<file path="config.mk">
export PLATFORM = sky130hd
export DESIGN_NAME = wts_adsr_envelope_generator_nch
export DESIGN_NICKNAME = d
export VERILOG_FILES = /design/src/rtl/wts_adsr_envelope_generator_nch.sv
export SDC_FILE = /design/constraint.sdc
export NUM_CORES = 1
export LEC_CHECK = 0
export CAP_MARGIN = 10
export CORE_MARGIN = 2
export CORE_UTILIZATION = 25
export DETAILED_ROUTE_END_ITERATION = 10
export DONT_BUFFER_PORTS = 1
export PLACE_DENSITY = 0.46
export SETUP_SLACK_MARGIN = 0.02
export SLEW_MARGIN = 20
export SYNTH_ARGS = -nofsm -noshare
export SYNTH_HDL_FRONTEND = slang
export SYNTH_SLANG_ARGS = --single-unit
</file>
<file path="constraint.sdc">
create_clock -name clk -period 8.9 [get_ports clk]
set_input_delay 1.78 -clock clk [delete_from_list [all_inputs] [get_ports clk]]
set_output_delay 1.78 -clock clk [all_outputs]
set_load 0.02 [all_outputs]
</file>
<file path="src/rtl/wts_adsr_envelope_generator_nch.sv">
// wts_adsr_envelope_generator_nch: time-multiplexed N-channel ADSR envelope generator with latched key events
module wts_adsr_envelope_generator_nch #(
  parameter int CH_NUM   = 5,
  parameter int ENV_W    = 7,
  parameter int RATE_W   = 8,
  parameter int CH_IDX_W = 3
) (
  input  logic                       clk,
  input  logic                       nreset,
  input  logic [CH_IDX_W-1:0]        active,
  input  logic [CH_NUM-1:0]          key_on,
  input  logic [CH_NUM-1:0]          key_release,
  input  logic [CH_NUM-1:0]          key_off,
  input  logic [CH_NUM*RATE_W-1:0]   reg_ar,
  input  logic [CH_NUM*RATE_W-1:0]   reg_dr,
  input  logic [CH_NUM*RATE_W-1:0]   reg_sr,
  input  logic [CH_NUM*RATE_W-1:0]   reg_rr,
  input  logic [CH_NUM*ENV_W-1:0]    reg_sl,
  output logic [ENV_W-1:0]           envelope,
  output logic [CH_NUM-1:0]          ch_busy
);
  typedef enum logic [2:0] {s_idle, s_attack, s_decay, s_sustain, s_release} state_t;
  localparam logic [ENV_W-1:0]    env_max = {1'b1, {(ENV_W-1){1'b0}}};
  localparam logic [CH_IDX_W-1:0] ch_lim  = CH_IDX_W'(CH_NUM);
  logic [CH_NUM-1:0][2:0]        state_q;
  logic [CH_NUM-1:0][ENV_W-1:0]  level_q;
  logic [CH_NUM-1:0][RATE_W-1:0] cnt_q;
  logic [CH_NUM-1:0]             pend_on, pend_rel, pend_off, clr;
  logic                          sel_ok, ev_on, ev_rel, ev_off, tick;
  logic [CH_IDX_W-1:0]           ch;
  state_t                        st, st_n;
  logic [ENV_W-1:0]              lv, lv_n, lv_up, lv_dn, sl_raw, sl;
  logic [RATE_W-1:0]             ct, ct_n, ct_inc, ar, dr, sr, rr, r;

  assign sel_ok = active < ch_lim;
  assign ch     = sel_ok ? active : '0;
  assign clr    = sel_ok ? CH_NUM'(1) << active : '0;
  assign st     = state_t'(state_q[ch]);
  assign lv     = level_q[ch];
  assign ct     = cnt_q[ch];
  assign ar     = reg_ar[int'(ch)*RATE_W +: RATE_W];
  assign dr     = reg_dr[int'(ch)*RATE_W +: RATE_W];
  assign sr     = reg_sr[int'(ch)*RATE_W +: RATE_W];
  assign rr     = reg_rr[int'(ch)*RATE_W +: RATE_W];
  assign sl_raw = reg_sl[int'(ch)*ENV_W +: ENV_W];
  assign sl     = sl_raw > env_max ? env_max : sl_raw;
  // a pulse in the channel's own slot counts even though it was never latched
  assign ev_off = sel_ok & (pend_off[ch] | key_off[ch]);
  assign ev_on  = sel_ok & (pend_on[ch]  | key_on[ch]);
  assign ev_rel = sel_ok & (pend_rel[ch] | key_release[ch]);
  assign r      = st == s_attack ? ar : st == s_decay ? dr : st == s_sustain ? sr : rr;
  assign tick   = r != '0 && ct >= r - RATE_W'(1);
  assign ct_inc = tick ? '0 : ct + RATE_W'(1);
  assign lv_up  = lv == env_max ? env_max : lv + ENV_W'(1);
  assign lv_dn  = lv == '0 ? '0 : lv - ENV_W'(1);

  always_ff @(posedge clk or negedge nreset)
    if (!nreset) begin
      state_q  <= '0;
      level_q  <= '0;
      cnt_q    <= '0;
      pend_on  <= '0;
      pend_rel <= '0;
      pend_off <= '0;
      envelope <= '0;
    end else begin
      pend_on  <= (pend_on  | key_on)      & ~clr;
      pend_rel <= (pend_rel | key_release) & ~clr;
      pend_off <= (pend_off | key_off)     & ~clr;
      if (sel_ok) begin
        state_q[ch] <= st_n;
        level_q[ch] <= lv_n;
        cnt_q[ch]   <= ct_n;
      end
      envelope <= sel_ok ? lv_n : '0;
    end

  always_comb begin
    st_n = st;
    lv_n = lv;
    ct_n = ct;
    if (ev_off) begin
      st_n = s_idle;
      lv_n = '0;
      ct_n = '0;
    end else if (ev_on) begin
      st_n = ar == '0 ? s_decay : s_attack;
      lv_n = ar == '0 ? env_max : lv;
      ct_n = '0;
    end else if (ev_rel && st inside {s_attack, s_decay, s_sustain}) begin
      st_n = s_release;
      ct_n = '0;
    end else begin
      case (st)
        s_attack:
          if (ar == '0) begin
            lv_n = env_max;
            st_n = s_decay;
            ct_n = '0;
          end else begin
            ct_n = ct_inc;
            if (tick) begin
              lv_n = lv_up;
              st_n = lv_up == env_max ? s_decay : s_attack;
            end
          end
        s_decay:
          if (lv <= sl || dr == '0) begin
            lv_n = lv <= sl ? lv : sl;
            st_n = s_sustain;
            ct_n = '0;
          end else begin
            ct_n = ct_inc;
            if (tick) begin
              lv_n = lv_dn;
              st_n = lv_dn == sl ? s_sustain : s_decay;
            end
          end
        s_sustain:
          if (sr != '0) begin
            ct_n = ct_inc;
            lv_n = tick ? lv_dn : lv;
          end
        s_release:
          if (rr != '0) begin
            ct_n = ct_inc;
            if (tick) begin
              lv_n = lv_dn;
              st_n = lv_dn == '0 ? s_idle : s_release;
            end
          end
        default: ;
      endcase
    end
  end

  always_comb begin
    ch_busy = '0;
    for (int i = 0; i < CH_NUM; i++) ch_busy[i] = state_q[i] != s_idle;
  end
endmodule
</file>
==> run metrics, run 1 <==
slew margin rel. 34.3%; synth warn 0; Final period util 81.7%; Hold Path Origin cnt_q[17]$_DFFE_PN0P_; vias in the first global route 8733; clock period minus final worst setup slack 7.27 ns; Max Clk Rate 0.138 GHz; Synth top cells by count nand2_1 (187), o21ai_0 (115), dfrtp_1 (112), nor2_1 (112), a21oi_1 (74); initial antenna violation count 3; Pre-Repair DR Iteration Count 5; Max Slew Vio Count 0; Die Wd 202 µm; final setup violation count 0; finished layout cell area 10300 µm²; Placed Area 10000 µm²; Multi-input gate area 6410 µm²; Hold Crit Class flop to flop; most numerous cell in the Yosys netlist nand2_1; Critical Path End Type flop; global-route wire length before repair 58.0 mm; clk buf depth 2; Clock Skew 0.0145 ns; ANT nets after route 0; static leakage 0.00402 µW; Post-synth EDFFs 0; Max Cap Viol 0; drt drc 0; Final Hold Vio Count 0; sequential cell area 2800 µm²; CP max FO 68; peak supply drop 78.2 µV; CTS tree done; fill cell count 4249; Yosys top cell by area dfrtp_1; RePlAce Congestion 0.915; total power 1670 µW; wire per inst 23.2 µm; clk_lat worst skew 0.36 ns; GRT Util Overall 18.6%; CP required 9.16 ns; Root Driver clkbuf_16; via count 9307; Post-CTS Setup Bufs 0; prevailing post-synth register cell dfrtp_1; detailed-route wire length 39.1 mm; fraction of layout instances using a drive strength above 1 8.99%; Iteration-0 DRC Markers 880; IO buf count 0; total grt overflow 0; post-synth top area share 28.6%; critical path arrival 7.53 ns; Ports 227; fin nets 1398; CTS buffer count 9; cts hold-fix bufs 0; core area 38700 µm²; Die Ht 202 µm; kind of critical path input port to flop; cell area after synthesis 9820 µm²; Critical Path Source Type input port; RSZ-0062 raised after global routing false; Sum Neg Setup Slack 0 ns; Area Growth Syn to Fin 5.19%; Power Density 162 nW/µm²; pin count of the biggest net entering global routing 185; Slew @ Worst Pin 0.981 ns; HPWL after DPL 28.4 mm; Clock Sinks 112; vias per inst 5.52; row cnt 72; DIE AREA 40900 µm²; Synth area leaders dfrtp_1 (29%), nand2_1 (7.2%), o21ai_0 (5.9%); clk slew on worst S/H paths 0.08 ns; status complete, no violations; #FFs+latches synth 112; Synth async-reset ratio 100%; Initial Utilization 25.3%; RR Startpoint state_q[3]$_DFFE_PN0P_; register area share after synthesis 28.6%; H-tree Lvls 3; Post-Syn Nets 1464; Cells after Synth 1229; crit path launch active[1]; Synth cell types 84; Avg Cell Area, Syn 7.99 µm²; Post-CTS Resized 0
report_power, final:
group	internal, µW	switching (µW)
logic	239	422
registers	565	38.5
clock network	201	208
kinds of logic after synthesis:
| group | Yosys count | synth area share (%) |
|---|---|---|
| AOI/OAI and AO/OA | 420 | 29.0 |
| xor gates and xnor gates | 9 | 0.803 |
| adders and majority gates | 20 | 2.55 |
| buffers and inverters | 112 | 6.27 |
| DFF | 112 | 28.6 |
| muxes | 71 | 8.68 |
| and+or+nand+nor | 485 | 24.1 |
per-layer routing:
layer | track usage [%] | share of wire [%] | vias up | routed length [µm]
li1 | - | - | 4376 | -
met1 | 26.0 | 46 | 4491 | 17800
met2 | 29.5 | 45 | 400 | 17600
met3 | 4.42 | 7.9 | 36 | 3090
met4 | 3.52 | 1.4 | 4 | 549
met5 | 0 | 0.059 | - | 23
cells in the final DEF, fill, tap and decap left out, types with 8 or more instances in the layout:
master,count
a31oi_1,12
nor3b_1,20
o21ai_0,115
and2_1,9
a21oi_1,74
buf_4,14
o31ai_1,8
nor2b_1,9
nand2_1,186
o32ai_1,16
nand3_1,22
clkbuf_16,9
inv_1,18
mux2_2,13
mux2i_1,48
nand2b_1,29
mux4_2,10
nor2_1,112
nor3_1,18
ha_1,20
o21a_1,25
o21ai_1,20
a22o_1,11
nand4_1,10
o211ai_1,9
and3_1,8
nand3b_1,24
a211oi_1,12
a22oi_1,35
dfrtp_1,112
worst max-delay path, stage by stage:
cell and delay [ns]:
inv_1 0.57, o21ai_0 0.30, a22oi_2 0.59, a21oi_1 0.24, o21ai_0 0.28, a21oi_1 0.10, or2_2 0.35, nor3_1 0.40
nand3_1 0.17, nor2b_1 0.18, ha_1 0.30, a21oi_1 0.15, o21ai_0 0.12, a21oi_1 0.73, nor2_4 0.18, nand2_1 0.13
mux2_2 0.33, a211o_2 0.39, a22o_1 0.21
area by class of cell:
| cell class | count | share of cell area, % |
|---|---|---|
| well taps | 518 | 6.28 |
| multi-input cells | 1005 | 62.0 |
| flip-flops and latches | 112 | 27.1 |
| clock buffers | 11 | 2.35 |
| inverters | 21 | 0.763 |
| diodes | 1 | 0.0242 |
| repair buffers | 14 | 1.02 |
| clock inverters | 5 | 0.376 |
state kept, by name (all words and copies together) (netlist names):
name,count
cnt_q,40
envelope,7
level_q,35
pend_off,5
pend_on,5
pend_rel,5
state_q,15
final timing paths:
path	end	slack [ns]	cells after the start
setup / recovery	level_q[16]$_DFFE_PN0P_	1.63	19
hold / removal	cnt_q[17]$_DFFE_PN0P_	0.47	2
setup reg to reg	level_q[16]$_DFFE_PN0P_	3.20	19
hold reg to reg	cnt_q[17]$_DFFE_PN0P_	0.47	2
max in group asynchronous	cnt_q[11]$_DFFE_PN0P_	7.64	0
min in group asynchronous	pend_off[2]$_DFF_PN0_	1.11	0
stage by stage:
step / setup slack, ns / util (%) / hold slack, ns / cells
global placement: 1.47 / 25.9 / 0.451 / 1670
floorplan: 2.15 / - / 0.438 / 1229
detailed placement: 1.36 / 25.9 / 0.458 / 1670
finish: 1.63 / 26.7 / 0.469 / 1687
global route: 1.05 / 26.6 / 0.505 / 1686
CTS: 1.74 / 26.6 / 0.476 / 1686
Power figures use the tool's default switching activity.
==> inputs of run 2 (changes only) <==
--- a/config.mk
+++ b/config.mk
@@ -10,7 +10,7 @@
 export CORE_UTILIZATION = 25
 export DETAILED_ROUTE_END_ITERATION = 10
 export DONT_BUFFER_PORTS = 1
-export PLACE_DENSITY = 0.46
+export PLACE_DENSITY = 0.48
 export SETUP_SLACK_MARGIN = 0.02
 export SLEW_MARGIN = 20
 export SYNTH_ARGS = -nofsm -noshare
==> constraint.sdc (replaced) <==
create_clock -name clk -period 5.8 [get_ports clk]
set_input_delay 1.16 -clock clk [delete_from_list [all_inputs] [get_ports clk]]
set_output_delay 1.16 -clock clk [all_outputs]
set_load 0.02 [all_outputs]
==> run 2 against run 1 <==
Compared with the run above: flip-flop and latch count stayed put; sequential share of layout area shrank 1.2 points; combinational power rose by 65%; core utilization increased by 1.3 points; critical path depth grew 3; clock skew shrank 0.0057 ns; first-iteration DRC count up 14%; critical path type unchanged; critical endpoint is now level_q[24]$_DFFE_PN0P_; largest cell class unchanged.
==> run metrics, run 2 (synthesis gave the netlist of run 1 again) <==
Slew @ Worst Pin 0.812 ns (-0.169 ns); CP max FO 114 (+68%); Clock Skew 0.00874 ns (-0.00571 ns); IO buf count 0 (unchanged); Critical Path End Type flop; total grt overflow 0 (unchanged); finished layout cell area 10800 µm² (+4.8%); most frequent cells in the layout nand2_1 (186), o21ai_0 (114), nor2_1 (112), dfrtp_1 (112), a21oi_1 (72); ANT nets after route 0 (unchanged); static leakage 0.00432 µW (+7.3%); end-of-flow core utilization 27.9% (+1.3 points); slew margin rel. 45.7% (+11 points); Root Driver clkbuf_16; Iteration-0 DRC Markers 1003 (+14%); Ports 227 (unchanged); Clock Sinks 112 (unchanged); RePlAce Congestion 0.895 (-2.2%); most flop-heavy register cnt_q; via count 9597 (+3.1%); fraction of layout instances using a drive strength above 1 13.6% (+4.6 points); Max Slew Vio Count 0 (unchanged); core area 38700 µm² (unchanged); total power 2650 µW (+58%); peak supply drop 186 µV (+140%); HPWL after DPL 29.2 mm (+2.9%); initial antenna violation count 8 (+5); clock period minus final worst setup slack 5.46 ns; clk buf depth 2 (unchanged); final setup violation count 0 (unchanged); drt drc 0 (unchanged); GRT Util Overall 18.5% (-0.16 points); FF-to-FF End level_q[25]$_DFFE_PN0P_; DIE AREA 40900 µm² (unchanged); wire per inst 22.1 µm (-4.5%); RSZ-0062 raised after global routing false; Area Growth Syn to Fin 10.2%; non-filler cells, final 1749 (+3.7%); fill cell count 4239 (-0.24%); Die Ht 202 µm (unchanged); CTS buffer count 9 (unchanged); Max Cap Viol 0 (unchanged); metal2 WL 17.2 mm (-1.8%); row cnt 72 (unchanged); global-route wire length before repair 58.1 mm (about the same); vias per inst 5.49 (-0.54%); routed length on met3 3.49 mm (+13%); commonest non-fill, non-tap cell in the layout nand2_1; detailed-route wire length 38.7 mm (-1.0%); vias in the first global route 8966 (+2.7%); R2R cell count 22 (+3); Top Metal Used met5; Critical Path Source Type input port; clk slew on worst S/H paths 0.08 ns (about the same); status complete, no violations; CP required 6.02 ns (-3.14 ns); Die Wd 202 µm (unchanged); H-tree Lvls 3 (unchanged); Max Clk Rate 0.183 GHz; critical path arrival 5.68 ns (-1.85 ns); placed instance count 1727 (+3.4%); Placed Area 10500 µm² (+4.5%); CTS tree done; Post-Route M1 WL 17.3 mm (-3.1%); Initial Utilization 25.3% (unchanged); Pre-Repair DR Iteration Count 6 (+1); RR Startpoint state_q[9]$_DFFE_PN0P_; Hold Crit Class input port to async pin; worst reg-to-reg setup slack 1.06 ns (-2.14 ns); Final period util 94.1%; Sum Neg Setup Slack 0 ns (unchanged); Final Hold Vio Count 0 (unchanged); max reg flops 40 (unchanged); Power Density 245 nW/µm² (+51%); pin count of the biggest net entering global routing 185 (unchanged); biggest regs cnt_q x40, level_q x35, state_q x15; clk_lat worst skew 0.36 ns (about the same); fin nets 1455 (+4.1%); kind of critical path input port to flop
[run 2: changes by cell type in the layout (fill, tap and decap cells not counted), sizes merged]
cell / delta
buf: +57
diode: +5
clkinv: -1
inv: +1
[run 2: layer usage]
metal / global-route usage [%] / up-vias
met1: 25.1 / 4648
li1: - / 4502
met5: 0 / -
met4: 3.36 / 6
met3: 5.58 / 47
met2: 29.2 / 394
[run 2: worst max path at each step]
stage | end | start | slack, ns
after detailed placement | state_q[7]$_DFFE_PN0P_ | active[2] | -0.04
final | level_q[24]$_DFFE_PN0P_ | active[2] | 0.34
after global placement | state_q[7]$_DFFE_PN0P_ | active[2] | 0.05
after floorplan | level_q[16]$_DFFE_PN0P_ | active[2] | 0.05
after global routing | envelope[2]$_DFF_PN0_ | active[2] | 0.07
after CTS | state_q[10]$_DFFE_PN0P_ | active[2] | 0.36
[run 2: per-stage QoR]
step | hold WS [ns] | setup WS, ns
finish | 0.477 | 0.340
global route | 0.456 | 0.0718
CTS | 0.469 | 0.356
detailed placement | 0.459 | -0.0374
global placement | 0.452 | 0.0530
floorplan | 0.438 | 0.0515
[run 2: timing repair]
action / in CTS / in global routing
endpoints found under the setup margin: 0 / 11
buffers inserted: 0 / 0
gates resized for setup: 0 / 5
hold buffers: 0 / 0
[run 2: layout make-up]
type                    count  area (µm²)  area share (%)
inverters                  21        78.8           0.729
diodes                      6        15.0           0.139
repair buffers             71         546            5.04
clock inverters             5        47.5           0.440
flip-flops and latches    112        2800            25.9
clock buffers              11         243            2.24
multi-input cells        1005        6440            59.5
well taps                 518         648            5.99
[run 2: power by group]
group | internal (µW) | switching [µW]
Clock | 313 | 321
Sequential | 867 | 57.6
Combinational | 427 | 660
Total | 1610 | 1040
[run 2: critical path, cell delays in order]
cell and delay (ns):
and2b_1 0.37, buf_4 0.27, a22oi_1 0.10, a22oi_1 0.20
buf_4 0.18, nor2_1 0.04, a31oi_1 0.21, a21boi_0 0.30
ha_1 0.29, ha_1 0.29, a21o_1 0.16, a21o_1 0.17
a21o_1 0.17, a21oi_1 0.13, o21ai_0 0.15, a21o_1 0.24
buf_4 0.16, a311oi_1 0.24, a211oi_1 0.10, a211oi_2 0.26
or2_1 0.29, o21ai_1 0.10
